$ cat config.mk
export PLATFORM = sky130hd
export DESIGN_NAME = lsu_mem_access
export DESIGN_NICKNAME = d
export VERILOG_FILES = /design/src/rtl/lsu_pkg.sv /design/src/rtl/lsu_load_extract.sv /design/src/rtl/lsu_mem_access.sv
export SDC_FILE = /design/constraint.sdc
export NUM_CORES = 1
export LEC_CHECK = 0
export CORE_UTILIZATION = 37
export CTS_BUF_LIST = sky130_fd_sc_hd__clkbuf_2 sky130_fd_sc_hd__clkbuf_4 sky130_fd_sc_hd__clkbuf_8
export DETAILED_ROUTE_END_ITERATION = 8
export GPL_TIMING_DRIVEN = 0
export PLACE_DENSITY = 0.69
export SLEW_MARGIN = 40
export SYNTH_ARGS = -nofsm -noshare
export SYNTH_HDL_FRONTEND = slang
export SYNTH_SLANG_ARGS = --single-unit
$ cat constraint.sdc
create_clock -name clk -period 2.7 [get_ports clk]
set_clock_uncertainty 0.2 [all_clocks]
set_input_delay 0.405 -clock clk [delete_from_list [all_inputs] [get_ports clk]]
set_output_delay 0.405 -clock clk [all_outputs]
set_load 0.01 [all_outputs]
$ cat src/rtl/lsu_pkg.sv
// Shared definitions for the load/store unit: op and state encodings plus
// small helpers for op classification, alignment and store lane packing.
package lsu_pkg;

    typedef enum logic [2:0] {
        OP_LW  = 3'b000,
        OP_LH  = 3'b001,
        OP_LHU = 3'b010,
        OP_LB  = 3'b011,
        OP_LBU = 3'b100,
        OP_SW  = 3'b101,
        OP_SH  = 3'b110,
        OP_SB  = 3'b111
    } lsu_op_e;

    typedef enum logic [1:0] {
        ST_IDLE = 2'd0,
        ST_MEM  = 2'd1,
        ST_RESP = 2'd2
    } lsu_state_e;

    // Loads occupy the low end of the encoding space.
    localparam lsu_op_e LAST_LOAD_OP = OP_LBU;

    function automatic logic is_load(lsu_op_e op);
        return op <= LAST_LOAD_OP;
    endfunction

    function automatic logic is_store(lsu_op_e op);
        return !is_load(op);
    endfunction

    function automatic logic misaligned(lsu_op_e op, logic [1:0] off);
        case (op)
            OP_LW, OP_SW:          return off != 2'b00;
            OP_LH, OP_LHU, OP_SH:  return off[0];
            default:               return 1'b0;
        endcase
    endfunction

    function automatic logic [3:0] store_be(lsu_op_e op, logic [1:0] off);
        case (op)
            OP_SW:   return 4'b1111;
            OP_SH:   return 4'b0011 << off;
            OP_SB:   return 4'b0001 << off;
            default: return 4'b0000;
        endcase
    endfunction

    function automatic logic [31:0] store_lanes(lsu_op_e op, logic [31:0] d);
        case (op)
            OP_SB:   return {4{d[7:0]}};
            OP_SH:   return {2{d[15:0]}};
            default: return d;
        endcase
    endfunction

endpackage

$ cat src/rtl/lsu_load_extract.sv
// Combinational load lane select with sign/zero extension of a memory word.
module lsu_load_extract
    import lsu_pkg::*;
(
    input  lsu_op_e     op,
    input  logic [1:0]  byte_off,
    input  logic [31:0] word,
    output logic [31:0] data
);

    logic [7:0]  lane_b;
    logic [15:0] lane_h;

    always_comb begin
        lane_b = word[{byte_off, 3'b000} +: 8];
        lane_h = byte_off[1] ? word[31:16] : word[15:0];
        case (op)
            OP_LB:   data = {{24{lane_b[7]}}, lane_b};
            OP_LBU:  data = {24'h0, lane_b};
            OP_LH:   data = {{16{lane_h[15]}}, lane_h};
            OP_LHU:  data = {16'h0, lane_h};
            default: data = word;
        endcase
    end

endmodule

$ cat src/rtl/lsu_mem_access.sv
// Multi-cycle load/store unit: checks alignment/range, drives a req/ack data
// memory port and returns extended load data or an address-error response.
module lsu_mem_access
    import lsu_pkg::*;
#(
    parameter logic [31:0] DM_BASE = 32'h0000_0000,
    parameter logic [31:0] DM_SIZE = 32'h0000_3000
) (
    input  logic        clk,
    input  logic        reset,
    input  logic        req_valid,
    input  logic [2:0]  req_op,
    input  logic [31:0] req_addr,
    input  logic [31:0] req_wdata,
    output logic        req_ready,
    output logic        resp_valid,
    output logic [31:0] resp_rdata,
    output logic        resp_adel,
    output logic        resp_ades,
    output logic        mem_req,
    output logic        mem_we,
    output logic [3:0]  mem_be,
    output logic [31:0] mem_addr,
    output logic [31:0] mem_wdata,
    input  logic        mem_ack,
    input  logic [31:0] mem_rdata
);

    lsu_state_e  state_q, state_d;
    lsu_op_e     op_q, op_d;
    logic [1:0]  off_q, off_d;
    logic        mem_we_q, mem_we_d;
    logic [3:0]  mem_be_q, mem_be_d;
    logic [31:0] mem_addr_q, mem_addr_d;
    logic [31:0] mem_wdata_q, mem_wdata_d;
    logic [31:0] resp_rdata_q, resp_rdata_d;
    logic        adel_q, adel_d;
    logic        ades_q, ades_d;

    lsu_op_e     req_op_e;
    logic [32:0] base_offset;
    logic        in_range;
    logic        req_err;
    logic [31:0] load_data;

    assign req_op_e = lsu_op_e'(req_op);

    // Subtracting the base in 33 bits makes "below base" show up as a borrow,
    // so one unsigned compare against the size covers both bounds.
    assign base_offset = {1'b0, req_addr} - {1'b0, DM_BASE};
    assign in_range    = !base_offset[32] && (base_offset[31:0] < DM_SIZE);
    assign req_err     = !in_range || misaligned(req_op_e, req_addr[1:0]);

    lsu_load_extract u_extract (
        .op       (op_q),
        .byte_off (off_q),
        .word     (mem_rdata),
        .data     (load_data)
    );

    always_comb begin
        // NOTE: every _d starts as its _q so no path through the case can infer a latch.
        state_d      = state_q;
        op_d         = op_q;
        off_d        = off_q;
        mem_we_d     = mem_we_q;
        mem_be_d     = mem_be_q;
        mem_addr_d   = mem_addr_q;
        mem_wdata_d  = mem_wdata_q;
        resp_rdata_d = resp_rdata_q;
        adel_d       = adel_q;
        ades_d       = ades_q;

        case (state_q)
            ST_IDLE: begin
                if (req_valid) begin
                    op_d         = req_op_e;
                    off_d        = req_addr[1:0];
                    resp_rdata_d = 32'h0;
                    if (req_err) begin
                        state_d = ST_RESP;
                        adel_d  = is_load(req_op_e);
                        ades_d  = is_store(req_op_e);
                    end else begin
                        state_d     = ST_MEM;
                        mem_we_d    = is_store(req_op_e);
                        mem_be_d    = store_be(req_op_e, req_addr[1:0]);
                        mem_addr_d  = {req_addr[31:2], 2'b00};
                        mem_wdata_d = store_lanes(req_op_e, req_wdata);
                    end
                end
            end
            ST_MEM: begin
                if (mem_ack) begin
                    state_d = ST_RESP;
                    if (is_load(op_q)) begin
                        resp_rdata_d = load_data;
                    end
                end
            end
            ST_RESP: begin
                state_d      = ST_IDLE;
                resp_rdata_d = 32'h0;
                adel_d       = 1'b0;
                ades_d       = 1'b0;
            end
            default: state_d = ST_IDLE;
        endcase
    end

    always_ff @(posedge clk) begin
        if (reset) begin
            state_q      <= ST_IDLE;
            op_q         <= OP_LW;
            off_q        <= 2'b00;
            mem_we_q     <= 1'b0;
            mem_be_q     <= 4'b0000;
            mem_addr_q   <= 32'h0;
            mem_wdata_q  <= 32'h0;
            resp_rdata_q <= 32'h0;
            adel_q       <= 1'b0;
            ades_q       <= 1'b0;
        end else begin
            // NOTE: non-blocking so every flop samples the pre-edge _d values together.
            state_q      <= state_d;
            op_q         <= op_d;
            off_q        <= off_d;
            mem_we_q     <= mem_we_d;
            mem_be_q     <= mem_be_d;
            mem_addr_q   <= mem_addr_d;
            mem_wdata_q  <= mem_wdata_d;
            resp_rdata_q <= resp_rdata_d;
            adel_q       <= adel_d;
            ades_q       <= ades_d;
        end
    end

    assign req_ready  = (state_q == ST_IDLE);
    assign mem_req    = (state_q == ST_MEM);
    assign resp_valid = (state_q == ST_RESP);
    assign resp_rdata = resp_rdata_q;
    assign resp_adel  = adel_q;
    assign resp_ades  = ades_q;
    assign mem_we     = mem_we_q;
    assign mem_be     = mem_be_q;
    assign mem_addr   = mem_addr_q;
    assign mem_wdata  = mem_wdata_q;

endmodule

* Word-level counts from Yosys, hierarchy flattened
Cells that the tools add are included.
Widths: inputs -> output; s select.
** Storage, ports and cells
- Bits in registers :: 108
- Output and inout bits :: 106
- Memory bits (read-only) :: 0
- Memories kept :: 0
- Bits in latches :: 0
- Input bits :: 103
- RAM bits :: 0
- Logic and storage cells :: 66
** Operators by class
- Divide/modulo/power cells :: 0
- Add/sub/neg operators :: 0
- $lt $le $gt $ge :: 3
- Bitwise operators :: 1
- Shifts and indexed selects :: 3
- Reduce and logical (&&, ||, !) cells :: 15
- Muxes and demuxes :: 19
- Multipliers :: 0
- Eq/ne operators :: 15
** Operators by type and width (number)
- $pmux 32 s4 :: 1
- $mux 32 :: 3
- $pmux 32 s3 :: 1
- $pmux 32 s2 :: 1
- $lt 32x14->1 const B :: 1
- $shiftx 32x6->8 :: 1
- $mux 16 :: 1
- $eq 3x3->1 const B :: 4
- $pmux 4 s3 :: 1
- $eq 3x2->1 const B :: 3
- $eq 3x1->1 const B :: 2
- $le 3x3->1 const B :: 2
- $mux 2 :: 3
- $ne 2x1->1 const B :: 3
- $pmux 1 s2 :: 3
- $reduce_and 3->1 :: 2
- $mux 1 :: 4
- $pmux 2 s2 :: 1
- $reduce_and 2->1 :: 2
- $reduce_and 4->1 :: 1
- $reduce_bool 2->1 :: 2
- $shl 1x2->4 const A :: 1
- $shl 2x2->4 const A :: 1
- $logic_not 3->1 :: 1
- other kinds (10) :: 11

* Longest topological paths before layout
Gate-level depths: netlist of run 1.
- Depth after elaboration :: 7
- Gate-level depth with buffers :: 9
- Mapped depth without buffers :: 5

* Cells and area by module
From an unflattened synthesis of run 1, not the netlist that was laid out.
** Unflattened totals
- Cells, all modules :: 634
- Area total of the unflattened synthesis :: 5486.5 um^2
** Modules (own cells, without submodules)
- lsu_mem_access :: sequential area each 2162.1 um^2, area each 4658.2 um^2, instances 1, cells an instance 527
- lsu_load_extract :: sequential area each 0.0 um^2, area each 828.3 um^2, instances 1, cells an instance 107

* Least setup slack after synthesis of run 1
Ideal clock, no wire load.
- Path kind :: input to register
- From :: in req_op[2]
- To :: reg mem_addr_q[12] (netlist: mem_addr[12])
- Path slack :: 0.745 ns
- Data required time :: 2.368 ns
- Setup time :: 0.132 ns
- Path buffers :: 3
- Cell stages on the path :: 8
- Data arrival time :: 1.623 ns
- Path through :: buf_2 > xor2_1 > o311a_1 > and4_4 > buf_6 > buf_2 > nand2_1 > a21oi_1
** Between the ends
- Cells in the longest elaborated chain, start to end :: 6
- Elaborated cells between the ends (all ways) :: 11
- Classes of those cells :: eq/ne: 4; mux: 1; bitwise: 1; reduce/logical: 5
** Ends and longest elaborated chain
- start, declared :: line lsu_mem_access.sv:12 : input logic [2:0] req_op,
- $eq 3x3->1, or another cell as far along :: line lsu_pkg.sv:34 : case (op)
- $reduce_or 3->1 / $reduce_or 2->1 (equally long branches) :: line lsu_pkg.sv:34
- $pmux 1 s2 * :: line lsu_pkg.sv:34
- $logic_or 1x1->1 * :: line lsu_mem_access.sv:52 : assign req_err = !in_range || misaligned(req_op_e, req_addr[1:0]);
- $not 1->1 (no source line) *
- $reduce_and 3->1 (no source line) *
- end signal, assigned :: line lsu_mem_access.sv:130 : mem_addr_q <= mem_addr_d;
- end, declared :: line lsu_mem_access.sv:34 : logic [31:0] mem_addr_q, mem_addr_d;
Mark *: on every way between the ends. The rest lies on a longest branch, timed or not.
A chain may end at the register's enable or synchronous reset.

* Final worst setup path of run 1
- From :: in mem_ack
- To :: reg resp_rdata_q[30] (netlist: resp_rdata[30])
** Between the ends
- Cells in the longest elaborated chain, start to end :: 2
** Ends and longest elaborated chain
- start, declared :: line lsu_mem_access.sv:25 : input logic mem_ack,
- $ne 2x1->1 (no source line)
- $reduce_and 4->1 (no source line)
- end signal, assigned :: line lsu_mem_access.sv:132 : resp_rdata_q <= resp_rdata_d;
- end, declared :: line lsu_mem_access.sv:36 : logic [31:0] resp_rdata_q, resp_rdata_d;
No other way between the ends.

==> run summary, run 1 <==
The run gives 0.2122 mV as the worst ir drop on vdd. The mux share of post-synthesis cell area works out to 4.082%. For this run, the detailed router's first-pass iteration total came to 7.

The sink count of the clock tree was 108; the row count was 41. The final global-route overflow total was 0; the simple logic cell fraction of the synthesized area was 25.14%. Leaving out fill and tap cells, the most frequent cell in the layout is clkdlybuf4s50_1. The first global-routing pass estimated 25720 µm of wire. Synthesis produced 616 cells. dfxtp_1 takes more of the synthesized area than any other cell.

The net total in the final layout is 933. Of the total synthesized cell area, the portion taken by full adders, half adders and majority gates is 0.2016%. Sorting the synthesized cells by area gives the leading types as dfxtp_1, nand2_1, a21oi_1.

After clock tree synthesis, the clock-pin slew on the worst setup and hold paths is 0.11 ns. The flow ran to the end, and the final reports show no timing, DRC or antenna violations. A synthesized cell averages 8.062 µm². The count of unique library cells instantiated by Yosys was 51; the die span in y was 117.9 µm. The finished cells cover 7418 µm². The total number of H-tree levels is 3. The tools report the maximum number of pins on one net before global-route repair as 19. Global routing used 27.65% of the available met1 tracks.

For this configuration, the core starts out at a cell density of 38.57%. In this run the power density over the cells is 419.9 nW/µm². The synthesized design devotes to its leading area cell type 43.54% of total area. Summing all placed instances gives a cell area of 7207 µm². The final layout contains routed wiring with a total length of 16420 µm. Walking the worst path, the cells encountered are clkdlybuf4s50_1, nand3b_1, or3_1, a311o_1, clkbuf_1, o21ai_0.

In the layout the commonest cells are clkdlybuf4s50_1, nand2_1, dfxtp_1, a21oi_1, o21ai_0. Period utilization: 82.67%. The clock latency reported for the late side of the worst-skew pair was 0.39 ns.

Setup repair after global routing left no endpoint under its margin. The synthesized-area fraction occupied by ao, oa, aoi and oai cells was 20.71%. Counting the buffers created by CTS gives 9.

The run gives 448.0 MHz as the maximum operating frequency. The x dimension of the die works out to 117.9 µm. The total power of the final layout was 0.003115 W. Longest individual stage delay on the worst path: 0.47 ns. The tools report the count of boundary I/O pins as 209. The async set or reset register ratio after synthesis came out at 0%. TritonCTS built the clock tree. By area, the combinational part of the netlist is dominated by simple AND/OR/NAND/NOR gates. The largest individual stage delay along the critical path comes from the cell clkdlybuf4s50_1. The layout has 1197 filler cells.

Setup violations remaining at the end of the flow were counted as 0. The via density per instance was 5.245. The via count of the first global-routing pass came out at 5125.

In the synthesized netlist the dominant register cell turns out to be dfxtp_1. After Yosys synthesis, XOR and XNOR cells account for 0.3527% of the synthesized area. Of the cells placed in the final design, the portion with a size suffix greater than 1 is 6.946%. The run gives 13890 µm² as the die area. Sequential cells were found to cover 43.54% of the synthesized design area. The number of gates resized after CTS was 0.

Yosys printed 0 warnings. Global routing's busiest layer: met2. The detailed router placed 5282 vias in this run. The tools report the clock root buffer as clkbuf_8. Antenna cell count: 0. STA classifies the critical path endpoint as a register.

Once detailed placement completed, the half-perimeter wirelength came to 12690 µm. Summed over all cells, the static leakage comes to 2.756 nW. The top fanout value on the critical path is 10. For the maximum count of clock buffers along a single path, the log shows 2. For the worst setup path, the data arrival time is 2.35 ns. After detailed routing, the number of remaining DRC violations is 0. In the final layout, flip-flops and latches occupy 2162 µm². Global routing consumed, on the met3 layer, 8.963% of the routing resources. For the finished layout, the period the worst path requires is 2.232 ns. The tightest min-delay check is of the in -> reg type. Met2 usage: 38.79%. The remaining antenna violation count is 0. The number of pins with negative max-slew slack in the final report was 0; the number of hold violations in the final report was 0.

Synthesis inferred 108 register bits. Once layout is complete, the utilization of the core stands at 57.61%. For this block, the initial DRC count from the detailed router was 438. The transition time at the pin with the least slew margin is 0.6563 ns, and the number of I/O port buffers is 202. In this run, post-CTS hold repair placed 0 buffers.

For the tightest slew margin relative to the limit, the log shows 56.25%. The required time at the endpoint of the critical path is 2.82 ns. The logs give 2520 µm² for the total area of multi-input combinational cells and 0 for the initial antenna violation count. The setup path with the least slack is of type in -> reg. The setup fix buffers added after clock tree synthesis is 0.

The overall global routing resource usage came out at 23.37%. The mapped cell area is 4966 µm², and the average routed wire per standard cell is 16.30 µm. In this run, synthesis inferred 0 flip-flops with an integrated enable. The area overhead of the layout relative to synthesis is 49.38%, and the final weighted congestion of routability-driven global placement is 0.8705.

STA classifies the critical path startpoint as an input pin. For the core box area, the log shows 12880 µm². Across the run, the number of max-cap violations was 0.
## worst max-delay path: cells and delay by family
family	cells	cell delay, ns
simple gates	2	0.59
buf+inv	2	0.73
compound gates	2	0.62
## sequential cells by signal, indices dropped and copies added (netlist names)
| register | count |
|---|---|
| mem_addr | 30 |
| mem_be | 4 |
| mem_wdata | 32 |
| mem_we | 1 |
| off_q | 2 |
| op_q | 3 |
| resp_adel | 1 |
| resp_ades | 1 |
| resp_rdata | 32 |
| state_q | 2 |
## stage by stage
step	setup TNS, ns	hold WS (ns)	worst slack, ns	instances
finish	0	0.2049	0.4679	1007
global placement	-0.04877	0.2380	-0.02952	991
global route	0	0.2015	0.2967	1007
floorplan	0	0.2805	0.7446	617
CTS	0	0.1766	0.4396	1007
detailed placement	0	0.2439	0.01831	991
## logic make-up after synthesis
logic type / after synthesis
xor gates and xnor gates: 2
adders and majority gates: 1
muxes: 19
DFF: 108
AOI/OAI and AO/OA: 167
and+or+nand+nor: 265
buffers and inverters: 53
other: 1
## where the power goes
part / internal, W / total (W) / leakage [nW] / switching (W)
Clock: 0.000463 / 0.00106 / 0.104 / 0.000598
Combinational: 0.000227 / 0.000450 / 1.78 / 0.000223
Sequential: 0.00160 / 0.00160 / 0.871 / 0.00000515
Total: 0.00229 / 0.00312 / 2.76 / 0.000827
## cell type report
cell class                 count  area share, %
clock buffer                  10          1.855
sequential                   108          29.14
timing repair buffer         202          27.26
clock inverter                 6         0.9276
tap                          172          2.901
inverter                       5         0.2530
buffer                        48          3.694
multi-input combinational    456          33.97
## synth_stat cells, drive strengths merged, types with 8 or more instances
master	number
a311oi	8
buf	31
dfxtp	108
mux2i	18
nand3	11
a21oi	61
and2	26
clkbuf	17
nor2	44
nand2	139
nor2b	11
o21ai	55
a211oi	10
## path summary, 6_finish.rpt
check | cells past startpoint | end | slack [ns] | from
worst min-delay path | 3 | mem_wdata[16]$_SDFFE_PP0P_ | 0.20 | req_op[1]
worst min register to register | 2 | mem_wdata[7]$_SDFFE_PP0P_ | 0.26 | mem_wdata[7]$_SDFFE_PP0P_
worst max register to register | 7 | resp_rdata[31]$_SDFFE_PP0P_ | 0.49 | off_q[1]$_SDFFE_PP0P_
worst max-delay path | 6 | resp_rdata[30]$_SDFFE_PP0P_ | 0.47 | mem_ack
## metal layers
| layer | vias up | part of all wire, % |
|---|---|---|
| li1 | 2546 | - |
| met1 | 2466 | 42 |
| met2 | 241 | 47 |
| met3 | 29 | 9.6 |
| met4 | 0 | 1.6 |
| met5 | - | 0 |
Note: power is estimated with default switching activity, not from simulation.
==> inputs of run 2 (changes only) <==
--- a/config.mk
+++ b/config.mk
@@ -9,7 +9,7 @@
 export CTS_BUF_LIST = sky130_fd_sc_hd__clkbuf_2 sky130_fd_sc_hd__clkbuf_4 sky130_fd_sc_hd__clkbuf_8
 export DETAILED_ROUTE_END_ITERATION = 8
 export GPL_TIMING_DRIVEN = 0
-export PLACE_DENSITY = 0.69
+export PLACE_DENSITY = 0.72
 export SLEW_MARGIN = 40
 export SYNTH_ARGS = -nofsm -noshare
 export SYNTH_HDL_FRONTEND = slang
==> constraint.sdc (replaced) <==
create_clock -name clk -period 1.85 [get_ports clk]
set_clock_uncertainty 0.2 [all_clocks]
set_input_delay 0.2775 -clock clk [delete_from_list [all_inputs] [get_ports clk]]
set_output_delay 0.2775 -clock clk [all_outputs]
set_load 0.01 [all_outputs]
==> run 2 against run 1 <==
Compared with the run above: the run now ends with setup timing left; wire length up 7.1%; cell area rose by 9.9%; hold slack worse by 0.11 ns; power rose by 55%; via count grew 3.3%; first-iteration DRC count shrank 2.7%; setup slack lost 0.56 ns; sequential cell count unchanged; die area stayed put; clock-buffer cell count did not move; largest cell class unchanged.
==> run summary, run 2 (synthesis gave the netlist of run 1 again) <==
The flow ran to the end, but the final reports show violations. The final reports fail on setup timing. The clock transition at the register clock pins on the worst setup and hold paths after CTS is 0.10 ns, and the number of pins with negative max-slew slack in the final report is 0. The number of DRC violations after detailed-routing iteration 0 was 426; the final weighted congestion of routability-driven global placement was 0.9325. Max-cap violations in this run came to 0. Net total in the final layout: 960. The library cell appearing most often on the critical path is buf_6.

The run gives 1.97 ns as the required time at the endpoint of the critical path. The post-layout minimum cycle time is 1.946 ns, and the post-route worst hold slack is 0.09266 ns. Measured against its own limit, the worst slew margin works out to 57.00%. The arrival time of data at the critical path endpoint was 2.06 ns; the longest individual stage delay on the worst path was 0.38 ns. Dividing the detail-routed via count by the number of cells gives 5.273. The initial cell density of the core came out at 38.57%. The area overhead of the layout relative to synthesis is 64.15%, and the count of buffering cells on the critical path with inverters included is 2. The routed layout has 5458 vias. Summed over all nets, the half-perimeter wirelength after detailed placement is 12590 µm.

The class of the worst hold path is in -> reg. The run gives 209 as the count of boundary I/O pins. The sink count of the clock tree was 108. Dividing total power by cell area gives a power density of 591.1 nW/µm². The top fanout value on the critical path came out at 6.

The logs give 25 for the total setup violations reported at the end of the flow and 3.194 nW for the leakage power summed over all cells. The worst setup path is captured at a register. Count of cells along the worst register-to-register path: 6. The maximum count of clock buffers along a single path is 2. The via count of the first global-routing pass was 5412; the minimum setup slack among reg-to-reg paths was -0.1 ns. Cells with a size suffix above 1 make up 17.29% of the layout. The transition time at the pin with the least slew margin was 0.6450 ns. In this run the tool buffered the top-level ports with 202 buffer cells. The die span in y was 117.9 µm. Sort of element at the start of the critical path: a register.

With fillers left out, the area of the finished cells amounts to 8152 µm². Global routing used 24.94% of the available tracks across all layers. The launching element of the worst setup path was state_q[1]$_SDFFE_PP0P_. Counting tap cells, the placed design contains a total of 991 instances. The number of clock buffers added by TritonCTS is 9.

Capturing element of the worst setup path: resp_rdata[17]$_SDFFE_PP0P_. Non-filler instance count after layout: 1035. The worst path uses 105.2% of the clock period. At the placement stage, the worst setup path has a slack of -0.8535 ns. The tools report the aggregate negative setup slack as -1.801 ns. The die area came out at 13890 µm². The tools report the maximum number of pins on one net before global-route repair as 19. The logs give 6 for the total iterations of the first detailed-routing run and 0 for the number of hold violations in the final report. In the layout the commonest cells are clkdlybuf4s50_1, nand2_1, dfxtp_1, a21oi_1, nor2_1. The root buffer cell chosen for the clock tree is clkbuf_8. The average routed wire per standard cell is 16.99 µm, and the wire length the detailed router placed on met1 is 6964 µm. The x dimension of the die is 117.9 µm, and the total wire length after detailed routing is 17590 µm. The kind of cell with the highest combined delay along the critical path is simple AND/OR/NAND/NOR gates. The final global-route overflow total came out at 0.

For the maximum operating frequency, the log shows 513.9 MHz. For the global-route wire length before repair, the log shows 27520 µm. After floorplanning, the core was divided into 41 placement rows. For this run, design rule violations remaining after detail routing come to 0. The end of the worst register-to-register path was resp_rdata[17]$_SDFFE_PP0P_. For the detailed route wirelength on metal3, the log shows 1466 µm. TritonCTS built the clock tree.

For the worst-case setup margin in the final layout, the log shows -0.09581 ns. Leaving out fill and tap cells, the most frequent cell in the layout is clkdlybuf4s50_1. The run gives 12880 µm² as the core box area.

After clock tree synthesis, the flow added hold-fix buffers numbering 0. Counting buffers and inverters, the worst setup path is 6 cells deep. After detailed routing, the met2 layer carries 8722 µm of wire. The critical-path cell with the highest stage delay is a311o_2. Path type of the worst setup path: reg -> reg.

For the placed standard-cell area, the log shows 7211 µm². The count of nets left with antenna violations once routing finished came out at 0. The critical path goes through nand3b_1, buf_6, or3_4, a311o_2, buf_6, o21ai_1. The clock latency reported for the late side of the worst-skew pair came out at 0.38 ns. Routed signal wires occupy layers up through met5. Setup repair after global routing could not meet its margin everywhere. For the worst ir drop on vdd, the log shows 0.4012 mV.

The initial antenna violation count was 2. The layout has 1080 filler cells. The H-tree generated during clock tree synthesis spans 3 levels. The startpoint identified for the worst register-to-register timing path is state_q[1]$_SDFFE_PP0P_.
[run 2: through the flow]
step,total power [W],utilization [%]
6_report,0.004819,63.31
5_1_grt,0.005005,63.31
4_1_cts,0.004825,62.03
3_5_place_dp,0.003047,56.00
3_3_place_gp,0.003031,56.00
2_1_floorplan,0.002701,-
[run 2: worst min path at each step]
stage | cells past startpoint | endpoint | slack, ns | from
floorplan | 2 | resp_rdata[7]$_SDFFE_PP0P_ | 0.21 | mem_rdata[7]
CTS | 3 | mem_wdata[16]$_SDFFE_PP0P_ | 0.04 | req_op[1]
global route | 3 | mem_addr[12]$_SDFFE_PP0P_ | 0.11 | req_addr[12]
global placement | 2 | resp_rdata[19]$_SDFFE_PP0P_ | 0.24 | resp_rdata[19]$_SDFFE_PP0P_
finish | 3 | mem_wdata[16]$_SDFFE_PP0P_ | 0.09 | req_op[1]
detailed placement | 2 | resp_rdata[28]$_SDFFE_PP0P_ | 0.24 | resp_rdata[28]$_SDFFE_PP0P_
[run 2: worst register-to-register path, stage by stage, from the launching register on]
cell and delay (ns):
dfxtp_4 0.36, nand3b_1 0.20, buf_6 0.15, or3_4 0.31, a311o_2 0.38, buf_6 0.16, o21ai_1 0.11
[run 2: repair_timing]
| item | in CTS | in global routing |
|---|---|---|
| resized for setup | 121 | 65 |
| endpoints found under the setup margin | 102 | 106 |
| buffers inserted | 20 | 10 |
| cloned | 4 | 1 |
| pin swaps | 43 | 19 |
[run 2: area by class of cell]
cell class	count	area (µm²)	share of cell area [%]
plain buffers	44	334.1	4.098
flip-flops and latches	108	2172	26.65
repair buffers	232	2317	28.43
well taps	172	215.2	2.640
diodes	1	2.502	0.03070
clock inverters	6	112.6	1.381
clock buffers	10	131.4	1.612
multi-input cells	457	2848	34.93
inverters	5	18.77	0.2302
[run 2: layer usage]
metal / track usage (%) / up-vias
met2: 44.41 / 263
met1: 27.86 / 2560
met3: 6.589 / 31
li1: - / 2602
met5: 0 / -
met4: 10.50 / 2
[run 2: power by group]
part           internal (W)  switching (W)
Clock              0.000917       0.000828
Sequential          0.00233      0.0000106
Combinational      0.000350       0.000383
